<file path="config.mk">
export PLATFORM = sky130hd
export DESIGN_NAME = sdram_wb_arbiter
export DESIGN_NICKNAME = d
export VERILOG_FILES = /design/src/rtl/sdram_arb_pkg.sv /design/src/rtl/rr_arb2.sv /design/src/rtl/sdram_wb_arbiter.sv
export SDC_FILE = /design/constraint.sdc
export NUM_CORES = 1
export LEC_CHECK = 0
export ABC_AREA = 1
export CAP_MARGIN = 0
export CORE_MARGIN = 10
export CORE_UTILIZATION = 45
export CTS_CLUSTER_DIAMETER = 120
export DETAILED_ROUTE_END_ITERATION = 10
export GPL_ROUTABILITY_DRIVEN = 0
export PLACE_DENSITY = 0.85
export SYNTH_ARGS = -nofsm -noshare
export SYNTH_HDL_FRONTEND = slang
export SYNTH_SLANG_ARGS = --single-unit
</file>
<file path="constraint.sdc">
create_clock -name CLK -period 2.15 [get_ports CLK]
set_input_delay 0.43 -clock CLK [delete_from_list [all_inputs] [get_ports CLK]]
set_output_delay 0.43 -clock CLK [all_outputs]
set_load 0.01 [all_outputs]
</file>
<file path="src/rtl/sdram_arb_pkg.sv">
// Shared definitions for the SDRAM Wishbone arbiter: FSM state encoding,
// requester indices and default bus widths.
package sdram_arb_pkg;

    typedef enum logic [1:0] {
        ST_IDLE    = 2'd0,
        ST_BUS     = 2'd1,
        ST_RELEASE = 2'd2
    } arb_state_t;

    localparam int REQ_USB  = 0;
    localparam int REQ_CONV = 1;

    localparam int DEF_AW = 32;
    localparam int DEF_DW = 32;
    localparam int DEF_SW = 4;

endpackage

</file>
<file path="src/rtl/rr_arb2.sv">
// Combinational two-input round-robin picker: a sole requester wins,
// and a tie goes to the requester that did not own the previous grant.
module rr_arb2 (
    input  logic [1:0] i_req,
    input  logic       i_last_gnt,
    output logic [1:0] o_gnt
);

    always_comb begin
        o_gnt = 2'b00;
        case (i_req)
            2'b01:   o_gnt = 2'b01;
            2'b10:   o_gnt = 2'b10;
            2'b11:   o_gnt = i_last_gnt ? 2'b01 : 2'b10;
            default: o_gnt = 2'b00;
        endcase
    end

endmodule

</file>
<file path="src/rtl/sdram_wb_arbiter.sv">
// Round-robin arbiter sharing one single-beat Wishbone SDRAM port between the
// USB ingest path (m0) and the conv engine (m1). Optional feature: ARB_TIMEOUT_EN.
module sdram_wb_arbiter
    import sdram_arb_pkg::*;
#(
    parameter int AW      = DEF_AW,
    parameter int DW      = DEF_DW,
    parameter int SW      = DEF_SW,
    parameter int TIMEOUT = 64
) (
    input  logic          CLK,
    input  logic          rst,
    input  logic          m0_req,
    input  logic          m0_we,
    input  logic [SW-1:0] m0_sel,
    input  logic [AW-1:0] m0_addr,
    input  logic [DW-1:0] m0_wdata,
    output logic [DW-1:0] m0_rdata,
    output logic          m0_ack,
    input  logic          m1_req,
    input  logic          m1_we,
    input  logic [SW-1:0] m1_sel,
    input  logic [AW-1:0] m1_addr,
    input  logic [DW-1:0] m1_wdata,
    output logic [DW-1:0] m1_rdata,
    output logic          m1_ack,
    output logic          cyc_i,
    output logic          stb_i,
    output logic          we_i,
    output logic [SW-1:0] sel_i,
    output logic [AW-1:0] addr_i,
    output logic [DW-1:0] data_i,
    input  logic [DW-1:0] data_o,
    input  logic          stall_o,
    input  logic          sdram_ack,
    output logic [1:0]    gnt,
    output logic [1:0]    m_err
);

    arb_state_t    r_state, w_state_nxt;
    logic          r_cyc, w_cyc_nxt;
    logic          r_we, w_we_nxt;
    logic [SW-1:0] r_sel, w_sel_nxt;
    logic [AW-1:0] r_addr, w_addr_nxt;
    logic [DW-1:0] r_wdata, w_wdata_nxt;
    logic [DW-1:0] r_rdata0, w_rdata0_nxt;
    logic [DW-1:0] r_rdata1, w_rdata1_nxt;
    logic [1:0]    r_ack, w_ack_nxt;
    logic [1:0]    r_gnt, w_gnt_nxt;
    logic          r_last, w_last_nxt;
    logic          r_own, w_own_nxt;
    logic [1:0]    w_pick;

`ifdef ARB_TIMEOUT_EN
    localparam int CW = (TIMEOUT > 1) ? $clog2(TIMEOUT) : 1;
    localparam logic [CW-1:0] CNT_LAST = CW'(TIMEOUT - 1);
    logic [CW-1:0] r_cnt, w_cnt_nxt;
    logic [1:0]    r_err, w_err_nxt;
`else
    logic          w_unused_cfg;
    assign w_unused_cfg = (TIMEOUT > 0);
`endif

    rr_arb2 u_pick (
        .i_req      ({m1_req, m0_req}),
        .i_last_gnt (r_last),
        .o_gnt      (w_pick)
    );

    always_comb begin
        w_state_nxt  = r_state;
        w_cyc_nxt    = r_cyc;
        w_we_nxt     = r_we;
        w_sel_nxt    = r_sel;
        w_addr_nxt   = r_addr;
        w_wdata_nxt  = r_wdata;
        w_rdata0_nxt = r_rdata0;
        w_rdata1_nxt = r_rdata1;
        w_ack_nxt    = 2'b00;
        w_gnt_nxt    = r_gnt;
        w_last_nxt   = r_last;
        w_own_nxt    = r_own;
`ifdef ARB_TIMEOUT_EN
        w_cnt_nxt    = r_cnt;
        w_err_nxt    = 2'b00;
`endif
        case (r_state)
            ST_IDLE: begin
                if (w_pick != 2'b00) begin
                    w_own_nxt   = w_pick[1];
                    w_last_nxt  = w_pick[1];
                    w_gnt_nxt   = w_pick;
                    w_cyc_nxt   = 1'b1;
                    w_state_nxt = ST_BUS;
`ifdef ARB_TIMEOUT_EN
                    w_cnt_nxt   = '0;
`endif
                    if (w_pick[1]) begin
                        w_we_nxt    = m1_we;
                        w_sel_nxt   = m1_sel;
                        w_addr_nxt  = m1_addr;
                        w_wdata_nxt = m1_wdata;
                    end else begin
                        w_we_nxt    = m0_we;
                        w_sel_nxt   = m0_sel;
                        w_addr_nxt  = m0_addr;
                        w_wdata_nxt = m0_wdata;
                    end
                end
            end
            ST_BUS: begin
                if (sdram_ack && !stall_o) begin
                    if (!r_we) begin
                        if (r_own == 1'(REQ_CONV)) w_rdata1_nxt = data_o;
                        else                       w_rdata0_nxt = data_o;
                    end
                    w_ack_nxt   = (r_own == 1'(REQ_CONV)) ? 2'b10 : 2'b01;
                    w_cyc_nxt   = 1'b0;
                    w_gnt_nxt   = 2'b00;
                    w_state_nxt = ST_RELEASE;
                end
`ifdef ARB_TIMEOUT_EN
                else if (r_cnt == CNT_LAST) begin
                    w_err_nxt   = (r_own == 1'(REQ_CONV)) ? 2'b10 : 2'b01;
                    w_cyc_nxt   = 1'b0;
                    w_gnt_nxt   = 2'b00;
                    w_state_nxt = ST_RELEASE;
                end else begin
                    w_cnt_nxt   = r_cnt + 1'b1;
                end
`endif
            end
            // The slave holds ack one cycle past cyc_i; wait it out before re-granting.
            ST_RELEASE: begin
                if (!sdram_ack) w_state_nxt = ST_IDLE;
            end
            default: w_state_nxt = ST_IDLE;
        endcase
    end

    always_ff @(posedge CLK) begin
        if (rst) begin
            r_state  <= ST_IDLE;
            r_cyc    <= 1'b0;
            r_we     <= 1'b0;
            r_sel    <= '0;
            r_addr   <= '0;
            r_wdata  <= '0;
            r_rdata0 <= '0;
            r_rdata1 <= '0;
            r_ack    <= 2'b00;
            r_gnt    <= 2'b00;
            r_last   <= 1'b1;
            r_own    <= 1'b0;
`ifdef ARB_TIMEOUT_EN
            r_cnt    <= '0;
            r_err    <= 2'b00;
`endif
        end else begin
            r_state  <= w_state_nxt;
            r_cyc    <= w_cyc_nxt;
            r_we     <= w_we_nxt;
            r_sel    <= w_sel_nxt;
            r_addr   <= w_addr_nxt;
            r_wdata  <= w_wdata_nxt;
            r_rdata0 <= w_rdata0_nxt;
            r_rdata1 <= w_rdata1_nxt;
            r_ack    <= w_ack_nxt;
            r_gnt    <= w_gnt_nxt;
            r_last   <= w_last_nxt;
            r_own    <= w_own_nxt;
`ifdef ARB_TIMEOUT_EN
            r_cnt    <= w_cnt_nxt;
            r_err    <= w_err_nxt;
`endif
        end
    end

    assign cyc_i    = r_cyc;
    assign stb_i    = r_cyc;
    assign we_i     = r_we;
    assign sel_i    = r_sel;
    assign addr_i   = r_addr;
    assign data_i   = r_wdata;
    assign m0_rdata = r_rdata0;
    assign m1_rdata = r_rdata1;
    assign m0_ack   = r_ack[0];
    assign m1_ack   = r_ack[1];
    assign gnt      = r_gnt;
`ifdef ARB_TIMEOUT_EN
    assign m_err    = r_err;
`else
    assign m_err    = 2'b00;
`endif

endmodule
</file>
==> results.sh, run 1 <==
export IMPL_antenna_found_initial=5
export IMPL_die_h_um=147.9
export IMPL_ys_flop_type="dfxtp_1"
export IMPL_crit_path_top_delay_cell="clkdlybuf4s50_1"
export IMPL_post_route_period_util=0.8632
export IMPL_clock_sinks=142
export IMPL_synth_seq_cells=142
export IMPL_vias=7636
export IMPL_drcViolationCount=0
export IMPL_synthesis_area_um2=7357
export IMPL_cp_cell_sequence="clkdlybuf4s50_1"
export IMPL_wire_per_inst_um=14.55
export IMPL_slew_viol_final=0
export IMPL_num_nets_final=1656
export IMPL_cts_root_buffer="clkbuf_16"
export IMPL_yosysSeqAreaShare=0.3864
export IMPL_clock_latency_ps=420
export IMPL_setup_viol=0
export IMPL_synthCells=1193
export IMPL_yosysTopAreaCell="dfxtp_1"
export IMPL_path_max_fanout=4
export IMPL_core_um2=15940
export IMPL_hold_viol_final=0
export IMPL_cap_violations=0
export IMPL_cts_hold_buf=0
export IMPL_h_tree_depth=4
export IMPL_fin_crit_ps=1856
export IMPL_critical_path_top_delay_family="buffers and inverters"
export IMPL_powerDensity_nw_per_um2=703.2
export IMPL_port_buffers=314
export IMPL_arrival_ps=1430
export IMPL_syn_avg_cell_area_um2=6.167
export IMPL_max_stage_delay_ps=610
export IMPL_post_cts_resize_count=0
export IMPL_pre_cts_ws_ps=216.4
export IMPL_start_util=0.4615
export IMPL_die_area_um2=21860
export IMPL_hold_class="reg -> reg"
export IMPL_crit_path_end_kind="output port"
export IMPL_gr_total_overflow=0
export IMPL_ys_warn_count=0
export IMPL_grt_pass1_wl_mm=38.83
export IMPL_path_buf_inv=1
export IMPL_synth_cell_types=19
export IMPL_place_inst=1677
export IMPL_ant_nets=0
export IMPL_vias_per_cell=4.460
export IMPL_clock_skew_ps=11.40
export IMPL_dr_pass1_iters=5
export IMPL_cts_buffers_inserted=17
export IMPL_p_total_mw=7.964
export IMPL_drt_iter0_markers=352
export IMPL_cts_tree="yes"
export IMPL_drive_gt1_frac=0.08110
export IMPL_dp_hpwl_mm=19.20
export IMPL_grt_max_degree=71
export IMPL_utilization=0.7104
export IMPL_ir_drop_mv=0.5676
export IMPL_die_width_um=147.9
export IMPL_ios=317
export IMPL_routed_wl_mm=24.91
export IMPL_setup_tns_final_ps=0
export IMPL_yosysMostFrequentCell="nand2_1"
export IMPL_synth_area_leaders="dfxtp_1 39%, nand2_1 21%, inv_1 14%, a21oi_2 7.1%, nor2_1 6.7%"
export IMPL_cts_setup_buffers=0
export IMPL_path_clk_slew_ps=60
export IMPL_post_dp_cell_area_um2=10680
export IMPL_start_kind="register"
export IMPL_rsz0062_at_grt="no"
export IMPL_layout_setup_ws_ps=294.1
export IMPL_power_leakage_nw=5.885
export IMPL_row_count=46
export IMPL_synth_top_area_share=0.3864
export IMPL_cp_required_ps=1720
export IMPL_clk_path_buf_depth=2
export IMPL_synth_commonest_cells="415 x nand2_1, 277 x inv_1, 142 x dfxtp_1, 132 x nor2_1, 74 x nand3_1"
export IMPL_async_flop_share=0
export IMPL_outcome="completed"
export IMPL_first_global_vias=7480
export IMPL_grt_usage=0.2217
export IMPL_synthToLayoutAreaGrowth_pct=53.95
export IMPL_final_area_um2=11330
export IMPL_stdcell_count=1712
export IMPL_critical_path_class="reg -> out"
export IMPL_timing_fmax_mhz=538.8
export IMPL_hold_slack_ps=482.9
export IMPL_synth_edff_count=0
path summary, 6_finish.rpt:
kind              end  startpoint  slack [ps]  depth (start not counted)
max              we_i        we_i         290                          1
min            gnt[0]      gnt[0]         480                          2
min reg2reg    gnt[0]      gnt[0]         480                          2
max reg2reg  sel_i[2]  r_state[1]         690                          5
power breakdown:
part	switching (mW)	internal, mW	total (mW)
clock network	1.11	2.01	3.12
logic	0.951	0.946	1.90
registers	0.108	2.84	2.95
cell families (layout without fill, tap and decap cells):
logic type / after synthesis / in the layout / share of synthesized area
other: 1 / 6 / 0.0005097
AOI/OAI and AO/OA: 76 / 76 / 0.08265
buffers and inverters: 347 / 645 / 0.1957
and+or+nand+nor: 627 / 627 / 0.3347
DFF: 142 / 142 / 0.3864
sequential cells by signal, summed over array words and instances, names as in the netlist:
register	cells
addr_i	32
cyc_i	1
data_i	32
gnt	2
m0_rdata	32
m1_rdata	32
r_ack	2
r_last	1
r_own	1
r_state	2
sel_i	4
we_i	1
area by class of cell:
class / instances / area, um^2
timing repair buffer: 333 / 3423
clock inverter: 8 / 127.6
inverter: 281 / 1059
clock buffer: 23 / 508.0
sequential: 142 / 2843
fill: 1284 / 4617
tap: 216 / 270.3
multi-input combinational: 705 / 3085
antenna: 4 / 10.01
metal layers:
| layer | up-vias | routed length (um) | track usage |
|---|---|---|---|
| li1 | 3990 | - | - |
| met5 | - | 13 | 0 |
| met1 | 3330 | 9271 | 0.2243 |
| met3 | 44 | 2493 | 0.1010 |
| met2 | 270 | 12310 | 0.3778 |
| met4 | 2 | 825 | 0.1135 |
cell usage in the layout (no fill, tap or decap), drive strengths merged:
master         Yosys  layout
nand2            417     417
o211ai             1       1
conb               1       2
nand3             75      75
a21oi             75      75
clkbuf            10      23
nor3               2       2
dfxtp            142     142
clkdlybuf4s50      0     314
bufinv             0       3
clkinvlp           0       2
clkinv             0       3
buf               56      19
inv              281     281
nor2             133     133
diode              0       4
Power figures use the tool's default switching activity.
==> run 2, diff against run 1 <==
--- a/config.mk
+++ b/config.mk
@@ -8,11 +8,11 @@
 export ABC_AREA = 1
 export CAP_MARGIN = 0
 export CORE_MARGIN = 10
-export CORE_UTILIZATION = 45
+export CORE_UTILIZATION = 43
 export CTS_CLUSTER_DIAMETER = 120
 export DETAILED_ROUTE_END_ITERATION = 10
 export GPL_ROUTABILITY_DRIVEN = 0
-export PLACE_DENSITY = 0.85
+export PLACE_DENSITY = 0.81
 export SYNTH_ARGS = -nofsm -noshare
 export SYNTH_HDL_FRONTEND = slang
 export SYNTH_SLANG_ARGS = --single-unit
==> constraint.sdc (replaced) <==
create_clock -name CLK -period 1.9 [get_ports CLK]
set_input_delay 0.38 -clock CLK [delete_from_list [all_inputs] [get_ports CLK]]
set_output_delay 0.38 -clock CLK [all_outputs]
set_load 0.01 [all_outputs]
==> run 2 against run 1 <==
Compared with the run above:
- setup slack worse by 210 ps
- critical path depth stayed put
- final area about the same
- die area increased by 4.0%
- non-clock buffer count is 6 higher
- highest routed layer unchanged
- total power grew 9.6%
- via count increased by 0.24%
- hold slack about the same
- register-to-register slack got worse by 240 ps
- clock-buffer cell count is the same
- sequential share of layout area is essentially flat
- combinational power grew 14%
==> results.sh, run 2 (synthesized netlist as in run 1, its figures left out) <==
export IMPL_cap_violations=0
export IMPL_max_stage_delay_ps=610
export IMPL_crit_path_end_kind="output port"
export IMPL_drive_gt1_frac=0.08216
export IMPL_hold_viol_final=0
export IMPL_clock_skew_ps=7.417
export IMPL_power_leakage_nw=5.889
export IMPL_critical_path_top_delay_family="buffers and inverters"
export IMPL_powerDensity_nw_per_um2=770.4
export IMPL_cts_tree="yes"
export IMPL_post_cts_resize_count=0
export IMPL_ant_nets=0
export IMPL_row_count=47
export IMPL_start_util=0.4405
export IMPL_cp_cell_sequence="clkdlybuf4s50_1"
export IMPL_clock_sinks=142
export IMPL_cts_root_buffer="clkbuf_16"
export IMPL_dp_hpwl_mm=18.78
export IMPL_hold_path_cell_count=2
export IMPL_ir_drop_mv=0.6381
export IMPL_die_width_um=150.8
export IMPL_drcViolationCount=0
export IMPL_grt_pass1_wl_mm=37.82
export IMPL_antenna_found_initial=3
export IMPL_vias_per_cell=4.453
export IMPL_post_route_period_util=0.9533
export IMPL_dr_pass1_iters=4
export IMPL_ios=317
export IMPL_worstSetupPathDepth=1
export IMPL_routed_wl_mm=24.63
export IMPL_grt_max_degree=70
export IMPL_path_max_fanout=4
export IMPL_p_total_mw=8.726
export IMPL_hold_slack_ps=482.5
export IMPL_critical_path_class="reg -> out"
export IMPL_crit_path_top_delay_cell="clkdlybuf4s50_1"
export IMPL_clk_path_buf_depth=2
export IMPL_setup_viol=0
export IMPL_vias=7654
export IMPL_die_h_um=150.8
export IMPL_die_area_um2=22740
export IMPL_port_buffers=314
export IMPL_setup_tns_final_ps=0
export IMPL_wire_per_inst_um=14.33
export IMPL_path_clk_slew_ps=60
export IMPL_rsz0062_at_grt="no"
export IMPL_first_global_vias=7363
export IMPL_cp_required_ps=1520
export IMPL_drt_iter0_markers=351
export IMPL_slew_viol_final=0
export IMPL_hold_class="reg -> reg"
export IMPL_arrival_ps=1430
export IMPL_h_tree_depth=4
export IMPL_core_um2=16700
export IMPL_cts_hold_buf=0
export IMPL_timing_fmax_mhz=552.1
export IMPL_final_cell_mix="412 x nand2_1, 314 x clkdlybuf4s50_1, 277 x inv_1"
export IMPL_mostFrequentLayoutCell="nand2_1"
export IMPL_path_buf_inv=1
export IMPL_num_nets_final=1662
export IMPL_fin_crit_ps=1811
export IMPL_grt_usage=0.2112
export IMPL_r2r_cells=6
export IMPL_cts_buffers_inserted=17
export IMPL_gr_total_overflow=0
export IMPL_start_kind="register"
export IMPL_cts_setup_buffers=0
export IMPL_outcome="completed"
export IMPL_synthToLayoutAreaGrowth_pct=53.96
export IMPL_clock_latency_ps=420
[run 2: cell count changes in the layout (fill, tap and decap cells not counted), sizes merged]
cell / change
bufinv: -1
buf: +6
clkinvlp: -1
diode: -2
clkinv: +1
[run 2: worst reg2reg max path: cells and delay by family, from the launching register on]
kind	cells	cell delay (ps)
and+or+nand+nor	4	650
buffers and inverters	1	270
AOI/OAI and AO/OA	1	130
DFF	1	330
[run 2: worst paths after layout]
path / start / endpoint / slack [ps]
hold reg to reg: gnt[1] / gnt[1] / 480
hold / removal: gnt[1] / gnt[1] / 480
setup reg to reg: r_state[1] / data_i[25] / 450
setup / recovery: we_i / we_i / 90
[run 2: layer usage]
metal,vias to the layer above,global-route usage,share of wire
met5,-,0,0.00053
met4,2,0.08758,0.029
met3,44,0.09248,0.11
met2,264,0.3646,0.48
met1,3347,0.2200,0.38
li1,3997,-,-
[run 2: final cells by class]
type	count	area [um^2]
flip-flops and latches	142	2843
diodes	2	5.005
well taps	220	275.3
clock buffers	23	478.0
fillers	1459	5374
inverters	281	1060
clock inverters	7	87.58
repair buffers	339	3493
multi-input cells	705	3085
[run 2: power by group]
part           internal (mW)  total [mW]  switching (mW)  leakage [nW]
registers               3.21        3.33           0.117          1.17
logic                   1.10        2.17            1.07          4.44
clock network           2.01        3.23            1.22         0.279
total                   6.32        8.73            2.40          5.89
[run 2: per-stage QoR]
stage	setup slack [ps]	cell area [um^2]	utilization	std cells
CTS	75.93	11320	0.6779	1717
finish	88.71	11330	0.6782	1719
global placement	106.6	10760	0.6441	1687
global route	49.15	11330	0.6782	1719
floorplan	706.9	7361	-	1194
detailed placement	80.13	10760	0.6441	1687
